--- src/rtl/uart_mmio_ctrl_pkg.sv ---
// Shared types and register map for the UART MMIO controller.
package uart_mmio_ctrl_pkg;

    typedef enum logic [1:0] {IDLE, LOAD, WAIT_BUSY, WAIT_DONE} uart_ctrl_state_t;

    localparam logic [3:0] UART_TXDATA_OFS = 4'h0;
    localparam logic [3:0] UART_RXDATA_OFS = 4'h4;
    localparam logic [3:0] UART_STATUS_OFS = 4'h8;
    localparam logic [3:0] UART_CTRL_OFS   = 4'hC;

    localparam int ST_FIFO_EMPTY = 0;
    localparam int ST_FIFO_FULL  = 1;
    localparam int ST_RX_FULL    = 2;
    localparam int ST_OVERRUN    = 3;
    localparam int ST_TX_OVF     = 4;

    localparam int CTRL_RX_IRQ_EN = 0;
    localparam int CTRL_TX_IRQ_EN = 1;

    // Cycles to wait for tx_busy before assuming the engine finished instantly.
    localparam int BUSY_TIMEOUT = 4;

endpackage

--- src/rtl/uart_mmio_ctrl_tx_fifo.sv ---
// Byte FIFO feeding the TX scheduler; head is visible combinationally.
module uart_tx_fifo
    import uart_mmio_ctrl_pkg::*;
#(
    parameter int TX_DEPTH = 4
) (
    input  logic       clk,
    input  logic       rst,
    input  logic       push,
    input  logic       pop,
    input  logic [7:0] din,
    output logic [7:0] head,
    output logic       full,
    output logic       empty
);
    localparam int AW = $clog2(TX_DEPTH);

    logic [AW:0] wr_ptr_q, wr_ptr_d;
    logic [AW:0] rd_ptr_q, rd_ptr_d;
    logic [7:0]  mem_q [TX_DEPTH];
    logic        push_ok, pop_ok;

    assign empty   = (wr_ptr_q == rd_ptr_q);
    assign full    = (wr_ptr_q[AW] != rd_ptr_q[AW]) && (wr_ptr_q[AW-1:0] == rd_ptr_q[AW-1:0]);
    assign pop_ok  = pop && !empty;
    // A pop on the same edge frees the slot, so a push while full still lands.
    assign push_ok = push && (!full || pop_ok);
    assign head    = mem_q[rd_ptr_q[AW-1:0]];

    always_comb begin
        wr_ptr_d = wr_ptr_q + {{AW{1'b0}}, push_ok};
        rd_ptr_d = rd_ptr_q + {{AW{1'b0}}, pop_ok};
    end

    always_ff @(posedge clk or negedge rst) begin
        if (!rst) begin
            wr_ptr_q <= '0;
            rd_ptr_q <= '0;
        end else begin
            wr_ptr_q <= wr_ptr_d;
            rd_ptr_q <= rd_ptr_d;
        end
    end

    always_ff @(posedge clk) begin
        if (push_ok) mem_q[wr_ptr_q[AW-1:0]] <= din;
    end

endmodule

--- src/rtl/uart_mmio_ctrl.sv ---
// CPU-facing UART register block: TX byte FIFO + launch scheduler, single RX holding register, IRQ.
module uart_mmio_ctrl
    import uart_mmio_ctrl_pkg::*;
#(
    parameter int TX_DEPTH = 4,
    parameter int DATA_W   = 32
) (
    input  logic              clk,
    input  logic              rst,
    input  logic              sel,
    input  logic              we,
    input  logic              re,
    input  logic [3:0]        addr,
    input  logic [DATA_W-1:0] wdata,
    output logic [DATA_W-1:0] rdata,
    output logic [7:0]        tx_data,
    output logic              tx_start,
    input  logic              tx_busy,
    input  logic [7:0]        rx_data,
    input  logic              rx_valid,
    output logic              irq
);
    uart_ctrl_state_t state_q, state_d;
    logic [1:0] wait_cnt_q, wait_cnt_d;
    logic [7:0] tx_data_q, tx_data_d;
    logic       tx_start_q, tx_start_d;
    logic [7:0] rx_hold_q, rx_hold_d;
    logic       rx_full_q, rx_full_d;
    logic       overrun_q, overrun_d;
    logic       tx_ovf_q, tx_ovf_d;
    logic [1:0] ctrl_q, ctrl_d;
    logic       irq_q, irq_d;

    logic       wr_tx, wr_st, wr_ctrl, rd_rx;
    logic       fifo_pop, fifo_full, fifo_empty;
    logic [7:0] fifo_head;
    logic       unused_wdata;

    assign wr_tx   = sel && we && (addr == UART_TXDATA_OFS);
    assign wr_st   = sel && we && (addr == UART_STATUS_OFS);
    assign wr_ctrl = sel && we && (addr == UART_CTRL_OFS);
    assign rd_rx   = sel && re && (addr == UART_RXDATA_OFS);
    assign fifo_pop = (state_q == LOAD);
    assign unused_wdata = ^wdata[DATA_W-1:8];

    uart_tx_fifo #(.TX_DEPTH(TX_DEPTH)) u_tx_fifo (
        .clk   (clk),
        .rst   (rst),
        .push  (wr_tx),
        .pop   (fifo_pop),
        .din   (wdata[7:0]),
        .head  (fifo_head),
        .full  (fifo_full),
        .empty (fifo_empty)
    );

    always_comb begin
        ctrl_d   = wr_ctrl ? wdata[1:0] : ctrl_q;
        tx_ovf_d = tx_ovf_q;
        if (wr_st && wdata[ST_TX_OVF]) tx_ovf_d = 1'b0;
        if (wr_tx && fifo_full && !fifo_pop) tx_ovf_d = 1'b1;

        rx_hold_d = rx_hold_q;
        rx_full_d = rx_full_q;
        overrun_d = overrun_q;
        if (wr_st && wdata[ST_OVERRUN]) overrun_d = 1'b0;
        // A byte arriving on the pop cycle replaces the one being read out.
        if (rx_valid) begin
            if (!rx_full_q || rd_rx) rx_hold_d = rx_data;
            else                     overrun_d = 1'b1;
            rx_full_d = 1'b1;
        end else if (rd_rx) begin
            rx_full_d = 1'b0;
        end

        irq_d = (ctrl_q[CTRL_RX_IRQ_EN] && rx_full_q) ||
                (ctrl_q[CTRL_TX_IRQ_EN] && fifo_empty && (state_q == IDLE) && !tx_busy);
    end

    always_comb begin
        state_d    = state_q;
        wait_cnt_d = wait_cnt_q;
        tx_data_d  = tx_data_q;
        tx_start_d = 1'b0;
        case (state_q)
            IDLE: if (!fifo_empty && !tx_busy) state_d = LOAD;
            LOAD: begin
                tx_data_d  = fifo_head;
                tx_start_d = 1'b1;
                wait_cnt_d = '0;
                state_d    = WAIT_BUSY;
            end
            WAIT_BUSY: begin
                if (tx_busy || (wait_cnt_q == 2'(BUSY_TIMEOUT - 1))) state_d = WAIT_DONE;
                else wait_cnt_d = wait_cnt_q + 2'd1;
            end
            WAIT_DONE: if (!tx_busy) state_d = IDLE;
            default: state_d = IDLE;
        endcase
    end

    always_ff @(posedge clk or negedge rst) begin
        if (!rst) begin
            state_q    <= IDLE;
            wait_cnt_q <= '0;
            tx_data_q  <= '0;
            tx_start_q <= 1'b0;
        end else begin
            state_q    <= state_d;
            wait_cnt_q <= wait_cnt_d;
            tx_data_q  <= tx_data_d;
            tx_start_q <= tx_start_d;
        end
    end

    always_ff @(posedge clk or negedge rst) begin
        if (!rst) begin
            rx_hold_q <= '0;
            rx_full_q <= 1'b0;
            overrun_q <= 1'b0;
            tx_ovf_q  <= 1'b0;
            ctrl_q    <= '0;
            irq_q     <= 1'b0;
        end else begin
            rx_hold_q <= rx_hold_d;
            rx_full_q <= rx_full_d;
            overrun_q <= overrun_d;
            tx_ovf_q  <= tx_ovf_d;
            ctrl_q    <= ctrl_d;
            irq_q     <= irq_d;
        end
    end

    always_comb begin
        rdata = '0;
        if (sel) begin
            case (addr)
                UART_RXDATA_OFS: rdata[7:0] = rx_hold_q;
                UART_STATUS_OFS: begin
                    rdata[ST_TX_OVF]     = tx_ovf_q;
                    rdata[ST_OVERRUN]    = overrun_q;
                    rdata[ST_RX_FULL]    = rx_full_q;
                    rdata[ST_FIFO_FULL]  = fifo_full;
                    rdata[ST_FIFO_EMPTY] = fifo_empty;
                end
                UART_CTRL_OFS: rdata[1:0] = ctrl_q;
                default: rdata = '0;
            endcase
        end
    end

    assign tx_data  = tx_data_q;
    assign tx_start = tx_start_q;
    assign irq      = irq_q;

endmodule

--- config.mk ---
export PLATFORM = sky130hd
export DESIGN_NAME = uart_mmio_ctrl
export DESIGN_NICKNAME = d
export VERILOG_FILES = /design/src/rtl/uart_mmio_ctrl_pkg.sv /design/src/rtl/uart_mmio_ctrl_tx_fifo.sv /design/src/rtl/uart_mmio_ctrl.sv
export SDC_FILE = /design/constraint.sdc
export NUM_CORES = 1
export LEC_CHECK = 0
export BUFFER_PORTS_ARGS = -buffer_cell sky130_fd_sc_hd__buf_2
export CAP_MARGIN = 5
export CORE_MARGIN = 2
export CORE_UTILIZATION = 35
export DETAILED_ROUTE_END_ITERATION = 6
export PLACE_DENSITY = 0.54
export SYNTH_ARGS = -nofsm -noshare
export SYNTH_HDL_FRONTEND = slang
export SYNTH_SLANG_ARGS = --single-unit
--- constraint.sdc ---
create_clock -name clk -period 5.7 [get_ports clk]
set_input_delay 1.14 -clock clk [delete_from_list [all_inputs] [get_ports clk]]
set_output_delay 1.14 -clock clk [all_outputs]
set_load 0.01 [all_outputs]
== Word level (Yosys, flattened, before mapping) ==
Memory sizes are Yosys's and may differ from the RTL's. A register that Yosys moved wholly into a read port is not among the register bits.
Cells that the tools add are included.
Storage, ports and cells
  bits in registers: 25
  RAM bits: 32
  memories kept: 1
Memory list
  u_tx_fifo.mem_q: words 4, width 8, read ports 1, clocked after Yosys merged registers in 1, write ports 1, RTL line uart_mmio_ctrl_tx_fifo.sv:20  | logic [7:0] mem_q [TX_DEPTH];
Cells by class
  add/sub/neg operators: 3
  equality and inequality tests: 14
  multiplexer cells: 20
  reductions and logical operators: 36
Operators with widths (count)
  $logic_and 1x1->1: 18
  $mux 1: 10
  $eq 4x4->1 const B: 2
  $mux 2: 4
  $mux 8: 1
  $pmux 2 s4: 1
  $add 3x1->3: 2
  $eq 2x2->1 const B: 3
  $logic_not 1->1: 6
  $ne 2x2->1 const B: 3
  $pmux 2 s3: 1
  $pmux 3 s2: 1
  $reduce_bool 2->1: 3
  $eq 4x3->1 const B: 1
  $logic_not 4->1: 1
  $logic_or 1x1->1: 4
  $pmux 2 s2: 1
  $reduce_and 2->1: 2
  $eq 3x3->1: 1
  $mux 3: 1
  $reduce_and 3->1: 1
  $add 2x1->2 const B: 1
  $eq 2x1->1 const B: 1
  $eq 2x2->1: 1
  other kinds (3): 3

== Logic depth before layout (Yosys ltp) ==
  word-level depth: 7
  depth in mapped cells: 7
  gate-level depth less buffers: 7

== Cells and area by module ==
A second synthesis with hierarchy kept.
Unflattened totals
  cell total of the unflattened synthesis: 199
  area total of the unflattened synthesis: 3052.9 um^2
By module, submodules not included
  uart_tx_fifo: instances 1, cells an instance 67, area an instance 1530.2 um^2, sequential area each 1111.1 um^2
  uart_mmio_ctrl: instances 1, cells an instance 132, area an instance 1522.7 um^2, sequential area each 675.6 um^2

== Worst setup path after synthesis ==
No wires, ideal clock.
  path type: input port to output port
  start point: input addr[2]
  end point: output rdata[0]
  data arrival time: 2.109 ns
  slack: 2.451 ns
  stages on the path: 3
  cell sequence: buf_6 -> or4_1 -> a211oi_1
On the way
  cells in the longest elaborated chain, start to end: 3
  elaborated cells on any way between the ends: 5
  those cells by class: eq/ne: 3; mux: 2
RTL lines
  start, declared: RTL line uart_mmio_ctrl.sv:13  | input logic [3:0] addr,
  $eq 4x4->1 / $eq 4x3->1 (equally long branches): RTL line uart_mmio_ctrl.sv:137  | case (addr)
  $pmux 2 s3 (*): RTL line uart_mmio_ctrl.sv:137
  $mux 8 (*): RTL line uart_mmio_ctrl.sv:136  | if (sel) begin
  end, declared: RTL line uart_mmio_ctrl.sv:15  | output logic [DATA_W-1:0] rdata,
Every way passes the cells marked *; elsewhere a longest branch is shown, timed or not.

== Final worst setup path ==
  start point: register u_tx_fifo.rd_ptr_q[0]
  end point: output rdata[0]
On the way
  cells in the longest elaborated chain, start to end: 3
RTL lines
  start, declared: RTL line uart_mmio_ctrl_tx_fifo.sv:19  | logic [AW:0] rd_ptr_q, rd_ptr_d;
  start signal, assigned: RTL line uart_mmio_ctrl_tx_fifo.sv:41  | rd_ptr_q <= rd_ptr_d;
  $eq 3x3->1: RTL line uart_mmio_ctrl_tx_fifo.sv:23  | assign empty = (wr_ptr_q == rd_ptr_q);
  $pmux 2 s3: RTL line uart_mmio_ctrl.sv:137
  $mux 8: RTL line uart_mmio_ctrl.sv:136
Every way passes these cells.

==> results by group <==
Clock tree
  – CTS resizes: 0
  – Worst skew pair latency: 0.34 ns
  – Clock Path Buffers: 2
  – Setup Buffers After CTS: 0
  – Hold Buf Count CTS: 0
  – TritonCTS clock tree: done
  – Cts bufs inserted: 9
  – Root Buffer: clkbuf_8
  – Total clock sinks: 65
  – Htree depth: 3
  – Clock-pin slew on the worst setup and hold paths: 0.07 ns

Yosys
  – Synth Instances: 201
  – Yosys top cell area share: 31.6%
  – Mapped Area: 3050 sq um
  – Post-synth ARST share: 50.8%
  – Synth top area cells: edfxtp_1 (32%), dfrtp_1 (27%), mux2_2 (6.7%)
  – Post-synth top flop: dfrtp_1
  – Post-synth EDFFs: 32
  – Yosys warning count: 0
  – Sequential area share after synthesis: 58.7%
  – Synthesized area per cell: 15.2 sq um
  – Synth unique cells: 42
  – #FFs+latches synth: 65
  – Yosys top cell by area: edfxtp_1

Worst hold path
  – Hold Path End: tx_data[0]
  – Hold wc startpoint: tx_data[0]
  – Hold depth: 1
  – Hold Path Class: flop to flop

Final layout
  – Core Util, Final: 40.7%
  – Inserted Diodes: 0
  – Fillers: 835
  – Nets: 312
  – Synth-to-Final Area Change: 15.0%
  – Share of cells above drive strength 1: 36.6%

Critical path
  – Crit path capture type: output pin
  – R2R depth: 4
  – CP delay by family, top: flip-flops
  – Arrival time worst endpoint: 2.27 ns
  – Reg2reg start: state_q[1]
  – CP max stage cell: dfrtp_1
  – Critical R2R Capture: u_tx_fifo.mem_q[3][0]
  – Cells along the critical path: xor2_4 -> or4_1 -> a211oi_1 -> buf_2
  – Largest stage delay on the critical path: 0.80 ns
  – Crit Path Max Fanout: 10
  – Kind of critical path: flop to output pin
  – CP bufs+invs: 1
  – R2R Setup Slk: 3.47 ns
  – Worst Path Required: 4.56 ns
  – Startpoint class of the critical path: flop

Pwr
  – Clock power frac: 29.1%
  – Max IR drop VDD: 0.152 mV
  – Power per standard cell area: 434 nW/um^2
  – Design internal power: 1.05 mW
  – Switching share of power: 30.7%
  – Comb pwr share: 26.6%
  – Leakage power: 1.50 nW
  – Sequential share of power: 44.3%
  – Sw Pwr: 466 uW

Drt
  – Pre-antenna DRT Iters: 4
  – Drt total wl: 5.42 mm
  – Initial DRC count: 78
  – Routed length per instance: 14.9 microns
  – Routed Antenna Nets: 0
  – Drt drc: 0
  – Post-DR vias/cell: 4.68
  – Vias: 1707

Timing
  – Final setup fails: 0
  – F_max: 0.294 GHz
  – Relative slew slack: 47.3%
  – Hold Slack: 0.500 ns
  – Final Hold Vio Count: 0
  – Period Utilization, post-route: 59.8%
  – Final worst path period need: 3.41 ns
  – Worst-Margin Slew: 0.790 ns
  – Final Slew Violations: 0
  – Setup tns final: 0 ns
  – Skew final: 0.00823 ns
  – RSZ-0062 raised after global routing: false

Status
  – Outcome: finished, final reports clean

Global routing
  – Antenna violations before repair: 0
  – GR Util All Layers: 12.5%
  – GRT overflow: 0
  – Largest net degree at the start of global routing: 34
  – Vias in the first global route: 1714
  – First-pass GRT wire length: 9.05 mm

Floorplan
  – Die width: 97.3 microns
  – # rows: 34
  – Starting density of the core: 35.4%
  – IO Pins: 93
  – Die footprint: 9460 sq um
  – Die height: 97.3 microns
  – Core area: 8590 sq um

Place
  – Post-DP HPWL: 3.66 mm
  – GPL Wtd Cong: 0.761
  – Port Buf Inserts: 44

Job
  – Max-cap violations: 0
-- metrics by stage --
stage               instance area (sq um)  std cells  worst slack [ns]  power, mW
finish                               3500        365              2.29       1.52
detailed placement                   3270        349              2.30       1.10
CTS                                  3500        365              2.22       1.54
global route                         3500        365              2.10       1.62
global placement                     3270        349              2.29       1.09
floorplan                            3130        224              2.45      0.995
-- worst register-to-register path, cell delays in order, from the launching register on --
cell and delay [ns]:
dfrtp_1 0.42, inv_1 0.11, ha_1 0.61, nor4_4 0.16, and4b_1 0.58
-- registers in the layout (all words and copies together), names as in the netlist --
register            cells
u_tx_fifo.mem_q        32
rx_hold_q               8
tx_data                 8
u_tx_fifo.rd_ptr_q      3
u_tx_fifo.wr_ptr_q      3
ctrl_q                  2
state_q                 2
wait_cnt_q              2
irq                     1
overrun_q               1
rx_full_q               1
tx_ovf_q                1
tx_start                1
-- cell usage after synthesis (4+ instances only) --
cell	n
dfrtp_1	33
buf_6	4
and3_1	4
ha_1	9
a211oi_1	4
buf_4	25
mux4_2	6
mux2_2	18
inv_1	5
xor2_1	5
a22o_1	4
edfxtp_1	32
nor2_1	8
-- metal layers --
metal	part of all wire, %	up-vias	global-route usage [%]
met5	0	-	0
li1	-	814	-
met1	46	842	16.3
met4	1.6	0	5.13
met2	47	44	19.1
met3	4.9	7	4.24
-- power groups by stage --
stage	Combinational, mW	Sequential (mW)	Clock [mW]
after floorplan	0.339	0.656	0
after global placement	0.398	0.688	0
after detailed placement	0.410	0.688	0
after CTS	0.412	0.679	0.452
after global routing	0.456	0.691	0.475
final	0.405	0.673	0.441
-- cell families after synthesis --
kind of cell,Yosys count,synth area share [%]
xor gates and xnor gates,7,2.63
and+or+nand+nor,34,7.52
buffers and inverters,35,8.38
DFF,65,58.7
AOI/OAI and AO/OA,23,5.67
adders and majority gates,9,3.70
other,1,0.123
muxes,27,13.3
-- final cells by class --
class	count	area [sq um]	share of cell area, %
Tap cell	108	135	3.86
Clock buffer	10	138	3.93
Sequential cell	65	1790	51.0
Timing Repair Buffer	47	243	6.93
Clock inverter	6	90.1	2.57
Inverter	5	18.8	0.536
Multi-Input combinational cell	124	1090	31.1
-- cells in the final DEF (no fill, tap or decap), types with 2 or more instances in the layout --
master | netlist | routed
a211oi_1 | 4 | 4
a21boi_0 | 2 | 2
a21oi_1 | 3 | 3
a22o_1 | 4 | 4
a22oi_1 | 3 | 3
a32o_1 | 2 | 2
and3_1 | 4 | 4
buf_2 | 0 | 44
buf_4 | 25 | 3
bufinv_16 | 0 | 2
clkbuf_8 | 0 | 10
conb_1 | 1 | 24
dfrtp_1 | 33 | 33
edfxtp_1 | 32 | 32
ha_1 | 9 | 9
inv_1 | 5 | 5
mux2_2 | 18 | 18
mux4_1 | 2 | 2
mux4_2 | 6 | 6
nand2_1 | 2 | 2
nand3_1 | 2 | 2
nand4_1 | 3 | 3
nor2_1 | 8 | 8
nor4_1 | 2 | 2
nor4b_1 | 2 | 2
or4_1 | 3 | 3
xor2_1 | 5 | 5
-- worst max-delay path by stage --
stage | end | from | slack, ns | cells past startpoint
finish | rdata[0] | u_tx_fifo.rd_ptr_q[0] | 2.29 | 4
global route | rdata[1] | u_tx_fifo.rd_ptr_q[0] | 2.10 | 4
CTS | rdata[0] | u_tx_fifo.rd_ptr_q[0] | 2.22 | 4
detailed placement | rdata[0] | addr[2] | 2.30 | 4
global placement | rdata[1] | addr[2] | 2.29 | 4
floorplan | rdata[0] | addr[2] | 2.45 | 3
(Power assumes the default switching activity.)
